File: src/rtl/mp_sequencer_if.sv
// rtl/mp_sequencer_if.sv - fetch handshake and datapath strobe bundle for mp_sequencer
interface mp_sequencer_if;
   logic       instr_req;
   logic       instr_valid;
   logic [1:0] instr_op;
   logic       ir_load;
   logic       pc_write;
   logic       pc_branch;
   logic       reg_write;
   logic       mem_to_reg;
   logic       mem_read;
   logic       mem_write;

   modport master (
      output instr_req, ir_load, pc_write, pc_branch,
             reg_write, mem_to_reg, mem_read, mem_write,
      input  instr_valid, instr_op
   );

   modport slave (
      input  instr_req, ir_load, pc_write, pc_branch,
             reg_write, mem_to_reg, mem_read, mem_write,
      output instr_valid, instr_op
   );
endinterface

File: src/rtl/mp_sequencer.sv
// rtl/mp_sequencer.sv - multi-cycle FETCH/DECODE/EXEC/MEM/WB control FSM for the 8-bit datapath
// Optional performance counters enabled by defining SEQ_PERF_CNT_EN.
module mp_sequencer #(
   parameter int FETCH_TIMEOUT = 15,
   parameter int CNT_W         = 16
) (
   input  logic             clk,
   input  logic             reset,
   input  logic             run,
   input  logic             step,
   mp_sequencer_if.master   bus,
   output logic             busy,
   output logic             fault,
   output logic [2:0]       state,
   output logic [CNT_W-1:0] cycle_cnt,
   output logic [CNT_W-1:0] instr_cnt
);

   typedef enum logic [2:0] {
      S_IDLE   = 3'd0,
      S_FETCH  = 3'd1,
      S_DECODE = 3'd2,
      S_EXEC   = 3'd3,
      S_MEM    = 3'd4,
      S_WB     = 3'd5,
      S_FAULT  = 3'd7
   } state_t;

   localparam logic [1:0] OP_LW  = 2'd0;
   localparam logic [1:0] OP_SW  = 2'd1;
   localparam logic [1:0] OP_ADD = 2'd2;
   localparam logic [1:0] OP_BR  = 2'd3;

   localparam logic [7:0] WAIT_LAST = 8'(FETCH_TIMEOUT - 1);

   state_t     st;
   logic [1:0] op_q;
   logic       step_q;
   logic [7:0] wait_cnt;
   logic       fault_q;
   logic       step_rise;
   logic       retire;

   assign step_rise = step && !step_q;

   // Final cycle of each instruction; gated by reset so an aborted one never counts.
   assign retire = !reset && ((st == S_EXEC && op_q == OP_BR) ||
                              (st == S_MEM  && op_q == OP_SW) ||
                              (st == S_WB));

   always_ff @(posedge clk) begin
      if (reset) begin
         st       <= S_IDLE;
         op_q     <= OP_LW;
         step_q   <= 1'b0;
         wait_cnt <= 8'd0;
         fault_q  <= 1'b0;
      end else begin
         step_q <= step;
         unique case (st)
            S_IDLE: begin
               if (run || step_rise)
                  st <= S_FETCH;
            end
            S_FETCH: begin
               if (bus.instr_valid) begin
                  op_q     <= bus.instr_op;
                  wait_cnt <= 8'd0;
                  st       <= S_DECODE;
               end else if (wait_cnt == WAIT_LAST) begin
                  st      <= S_FAULT;
                  fault_q <= 1'b1;
               end else begin
                  wait_cnt <= wait_cnt + 8'd1;
               end
            end
            S_DECODE: st <= S_EXEC;
            S_EXEC: begin
               if (retire)
                  st <= run ? S_FETCH : S_IDLE;
               else if (op_q == OP_ADD)
                  st <= S_WB;
               else
                  st <= S_MEM;
            end
            S_MEM: begin
               if (retire)
                  st <= run ? S_FETCH : S_IDLE;
               else
                  st <= S_WB;
            end
            S_WB:    st <= run ? S_FETCH : S_IDLE;
            S_FAULT: st <= S_FAULT;
            default: st <= S_IDLE;
         endcase
      end
   end

   // Strobes decode from the current state; the reset cycle forces them low mid-instruction.
   always_comb begin
      bus.instr_req  = 1'b0;
      bus.ir_load    = 1'b0;
      bus.pc_write   = 1'b0;
      bus.pc_branch  = 1'b0;
      bus.reg_write  = 1'b0;
      bus.mem_to_reg = 1'b0;
      bus.mem_read   = 1'b0;
      bus.mem_write  = 1'b0;
      if (!reset) begin
         unique case (st)
            S_FETCH: begin
               bus.instr_req = 1'b1;
               bus.ir_load   = bus.instr_valid;
            end
            S_EXEC: begin
               if (op_q == OP_BR) begin
                  bus.pc_write  = 1'b1;
                  bus.pc_branch = 1'b1;
               end
            end
            S_MEM: begin
               if (op_q == OP_SW) begin
                  bus.mem_write = 1'b1;
                  bus.pc_write  = 1'b1;
               end else begin
                  bus.mem_read  = 1'b1;
               end
            end
            S_WB: begin
               bus.reg_write  = 1'b1;
               bus.pc_write   = 1'b1;
               bus.mem_to_reg = (op_q == OP_LW);
            end
            default: ;
         endcase
      end
   end

   assign busy  = (st != S_IDLE) && (st != S_FAULT);
   assign fault = fault_q;
   assign state = st;

`ifdef SEQ_PERF_CNT_EN
   localparam logic [CNT_W-1:0] CNT_ONE = CNT_W'(1);

   logic [CNT_W-1:0] cyc_q;
   logic [CNT_W-1:0] ins_q;

   always_ff @(posedge clk) begin
      if (reset) begin
         cyc_q <= '0;
         ins_q <= '0;
      end else begin
         if (busy && !(&cyc_q))
            cyc_q <= cyc_q + CNT_ONE;
         if (retire && !(&ins_q))
            ins_q <= ins_q + CNT_ONE;
      end
   end

   assign cycle_cnt = cyc_q;
   assign instr_cnt = ins_q;
`else
   assign cycle_cnt = '0;
   assign instr_cnt = '0;
`endif

endmodule
File: src/flat_wrapper.sv
// flat-port wrapper written by rule: the top's interface ports become plain ports
module mp_sequencer_flat 
#(
   parameter int FETCH_TIMEOUT = 15,
   parameter int CNT_W         = 16
)
  (clk, reset, run, step, busy, fault, state, cycle_cnt, instr_cnt, bus_instr_req, bus_ir_load, bus_pc_write, bus_pc_branch, bus_reg_write, bus_mem_to_reg, bus_mem_read, bus_mem_write, bus_instr_valid, bus_instr_op);
  mp_sequencer_if bus_i ();
  input  logic clk;
  input  logic reset;
  input  logic run;
  input  logic step;
  output logic busy;
  output logic fault;
  output logic [2:0] state;
  output logic [CNT_W-1:0] cycle_cnt;
  output logic [CNT_W-1:0] instr_cnt;
  output wire logic [$bits(bus_i.instr_req)-1:0] bus_instr_req;
  output wire logic [$bits(bus_i.ir_load)-1:0] bus_ir_load;
  output wire logic [$bits(bus_i.pc_write)-1:0] bus_pc_write;
  output wire logic [$bits(bus_i.pc_branch)-1:0] bus_pc_branch;
  output wire logic [$bits(bus_i.reg_write)-1:0] bus_reg_write;
  output wire logic [$bits(bus_i.mem_to_reg)-1:0] bus_mem_to_reg;
  output wire logic [$bits(bus_i.mem_read)-1:0] bus_mem_read;
  output wire logic [$bits(bus_i.mem_write)-1:0] bus_mem_write;
  input wire logic [$bits(bus_i.instr_valid)-1:0] bus_instr_valid;
  input wire logic [$bits(bus_i.instr_op)-1:0] bus_instr_op;
  assign bus_instr_req = bus_i.instr_req;
  assign bus_ir_load = bus_i.ir_load;
  assign bus_pc_write = bus_i.pc_write;
  assign bus_pc_branch = bus_i.pc_branch;
  assign bus_reg_write = bus_i.reg_write;
  assign bus_mem_to_reg = bus_i.mem_to_reg;
  assign bus_mem_read = bus_i.mem_read;
  assign bus_mem_write = bus_i.mem_write;
  assign bus_i.instr_valid = bus_instr_valid;
  assign bus_i.instr_op = bus_instr_op;
  mp_sequencer #(.FETCH_TIMEOUT(FETCH_TIMEOUT), .CNT_W(CNT_W)) u_core (.clk(clk), .reset(reset), .run(run), .step(step), .bus(bus_i), .busy(busy), .fault(fault), .state(state), .cycle_cnt(cycle_cnt), .instr_cnt(instr_cnt));
endmodule
File: config.mk
export PLATFORM = sky130hd
export DESIGN_NAME = mp_sequencer_flat
export DESIGN_NICKNAME = d
export VERILOG_FILES = /design/src/rtl/mp_sequencer_if.sv /design/src/rtl/mp_sequencer.sv /design/src/flat_wrapper.sv
export SDC_FILE = /design/constraint.sdc
export NUM_CORES = 1
export LEC_CHECK = 0
export CAP_MARGIN = 20
export CORE_UTILIZATION = 42
export CTS_CLUSTER_SIZE = 30
export DETAILED_ROUTE_END_ITERATION = 10
export GPL_TIMING_DRIVEN = 0
export PLACE_DENSITY_LB_ADDON = 0.15
export SLEW_MARGIN = 25
export SYNTH_ARGS = -nofsm -noshare
export SYNTH_HDL_FRONTEND = slang
export SYNTH_SLANG_ARGS = --single-unit
File: constraint.sdc
create_clock -name clk -period 2.3 [get_ports clk]
set_clock_uncertainty 0.1 [all_clocks]
set_input_delay 0.46 -clock clk [delete_from_list [all_inputs] [get_ports clk]]
set_output_delay 0.46 -clock clk [all_outputs]
set_load 0.005 [all_outputs]
==> impl_results.md <==
- Filler Cells Inserted: 240
- Status: finished clean
- Top Family by Delay on Critical Path: buffers and inverters
- Core region area: 2570 um^2
- Worst hold start: u_core.fault
- Antenna viol nets, final: 0
- Total die area: 3050 um^2
- Vias/cell: 4.97
- FF-to-FF Start: u_core.wait_cnt[5]
- Global-route wire length before repair: 4.48 mm
- Initial antenna violation count: 0
- Worst EP arrival: 1.69 ns
- Worst stage delay on the critical path: 0.52 ns
- Hold Crit Class: flip-flop to flip-flop
- Hold Path Stages: 2
- Slowest library cell on the worst path: clkdlybuf4s50_1
- Pwr per Cell Area: 537 nW/um^2
- Area leader, netlist: dfxtp_1
- Crit path cell chain: clkbuf_2, nand2b_1, nor3_2, clkdlybuf4s50_1
- Top Metal Used: met4
- Metal2 WL: 1.23 mm
- Met3 wire len: 259 um
- Die width: 55.2 um
- VDD IR max: 608 uV
- Iter 0 DRT Violations: 24
- Reg2reg setup slack: 0.29 ns
- Die H: 55.2 um
- Kind of critical path: flip-flop to output port
- Final RePlAce weighted congestion: 0.786
- Max FO, Critical Path: 10
- Remaining DRCs: 0
- Count leader, synth: buf_4
- Worst slew margin: 57.1%
- CTS tree: built
- LEAKAGE: 0.000753 uW
- RSZ-0062 raised after global routing: true
- Total CTS buffers: 3
- Tmin final: 2.25 ns
- Fin crit share: 97.8%
- Drt wl/cell: 11.2 um
- Nets: 223
- Synth top area share: 25.3%
- Dominant synthesized flop cell: dfxtp_1
- Post-synth EDFFs: 0
- Req. time, crit path: 1.74 ns
- Placed cells: 236
- Register-to-Register Path Depth: 4
- Port buffer count: 18
- DP HPWL: 1.98 mm
- Clk sink count: 15
- Commonest cells post-synth: buf_4, dfxtp_1, a21oi_1
- Vias in the first global route: 1042
- Diode count: 0
- Slew Limit Fails: 0
- Syn Std Cell Area: 1190 um^2
- Worst Hold End: u_core.fault
- Synth area leaders: dfxtp_1, buf_4, a21oi_1, o21ai_0, nand3_1
- Netlist cell types: 44
- Max Clk Rate: 445 MHz
- WP depth: 4
- Seq cells post-synth: 15
- Max cap viols: 0
- Setup TNS: 0 ns
- I/O pin count: 52
- Max clock buf depth: 2
- Sequential area share after synthesis: 25.3%
- Hold_buf cts: 0
- Total grt overflow: 0
- Crit path capture type: output port
- DR pass1 iterations: 4
- Root Driver: clkbuf_4
- Initial core utilization: 46.3%
- Final Core Density: 63.0%
- Total global-route track usage: 17.7%
- RR Endpoint: u_core.state[1]
- Worst-Margin Slew: 0.641 ns
- Fin. Hold Viols: 0
- Mean Syn Cell Area: 7.57 um^2
- Layout cells sized above 1: 29.6%
- Clk slew on worst S/H paths: 0.09 ns
- Clock Latency Late Sink: 0.29 ns
- Num rows: 18
- Final cell count without fillers: 243
- CP Buf/Inv Count: 2
- Ys async rst share: 0%
- Final WL: 2.73 mm
- Largest net degree at the start of global routing: 11
- Final Setup Violations: 0
- Yosys warns: 0
- Layout area overhead: 36.1%
- Hold slack: 0.378 ns
- Post-Syn Instances: 157
- Vias: 1207
- Post-Route M1 WL: 1.22 mm
- CP startpoint kind: flip-flop
- Max H-tree Level: 1
==> worst max-delay path by stage <==
stage,start,end
2_1_floorplan,u_core.state[2],bus_mem_read
3_3_place_gp,u_core.state[2],bus_mem_read
3_5_place_dp,u_core.state[2],bus_mem_read
4_1_cts,u_core.state[0],bus_pc_branch
5_1_grt,u_core.state[1],bus_mem_write
6_report,u_core.state[1],bus_mem_write
==> layer usage <==
layer | vias up | track usage, %
li1 | 616 | -
met1 | 530 | 21.9
met2 | 57 | 28.6
met3 | 4 | 4.92
met4 | 0 | 8.21
met5 | - | 0
==> cell type report <==
type / count / area [um^2] / area share (%)
Clock buffer: 4 / 26.3 / 1.62
Sequential cell: 15 / 308 / 19.0
Multi-Input combinational cell: 127 / 732 / 45.2
Buffer: 40 / 289 / 17.9
Inverter: 5 / 18.8 / 1.16
Timing Repair Buffer: 22 / 206 / 12.8
Tap cell: 30 / 37.5 / 2.32
==> logic make-up (layout without fill, tap and decap cells) <==
family	Yosys count	count (layout)	synth area share, %
adder cells (fa/ha/maj)	2	2	2.10
flip-flops	15	15	25.3
buffers and inverters	46	71	25.2
other	1	32	0.315
AND/OR/NAND/NOR	53	53	26.0
AO/OA/AOI/OAI	40	40	21.2
==> layout by cell type, fill, tap and decap left out, types with 2 or more instances in the layout <==
master,instances
nand4_1,2
nor3b_1,2
inv_1,5
nand2b_1,2
dfxtp_2,3
clkbuf_4,3
clkbuf_2,4
dfxtp_1,11
or4_1,2
dlygate4sd2_1,5
a21oi_1,14
conb_1,32
nor3_2,2
o21ai_0,11
nor3_1,3
nand2_1,7
clkdlybuf4s50_1,12
nor2_1,8
and3_1,3
buf_4,37
buf_2,2
nand3_1,8
ha_1,2
==> what timing repair did <==
item	4_1_cts	5_1_grt
buffers inserted	4	0
setup endpoints to repair	7	4
endpoints found under the hold margin	0	0
gates resized for setup	19	9
pin swaps	2	0
cloned	0	0
==> report_power, final <==
group	switching (uW)	total, uW	internal, uW
clock	88.8	156	67.5
combinational	193	394	202
sequential	32.0	318	286
==> worst reg2reg max path, cell delays in order, from the launching register on <==
cell      delay, ns
dfxtp_1        0.36
or4_4          0.56
nor2_1         0.44
o21ai_1        0.13
a311oi_1       0.31
==> per-stage QoR <==
stage / area, um^2 / total power, uW / setup slack (ns)
floorplan: 1310 / 543 / 0.523
global placement: 1520 / 653 / -0.0903
detailed placement: 1520 / 661 / -0.133
CTS: 1600 / 853 / 0.0106
global route: 1620 / 925 / -0.0215
finish: 1620 / 868 / 0.0505
==> registers in the layout (all words and copies together), names as in the netlist <==
| register | flops |
|---|---|
| u_core.fault | 1 |
| u_core.wait_cnt | 8 |
| u_core.step_q | 1 |
| u_core.op_q | 2 |
| u_core.state | 3 |
No activity file was read; power rests on OpenSTA's default activity.
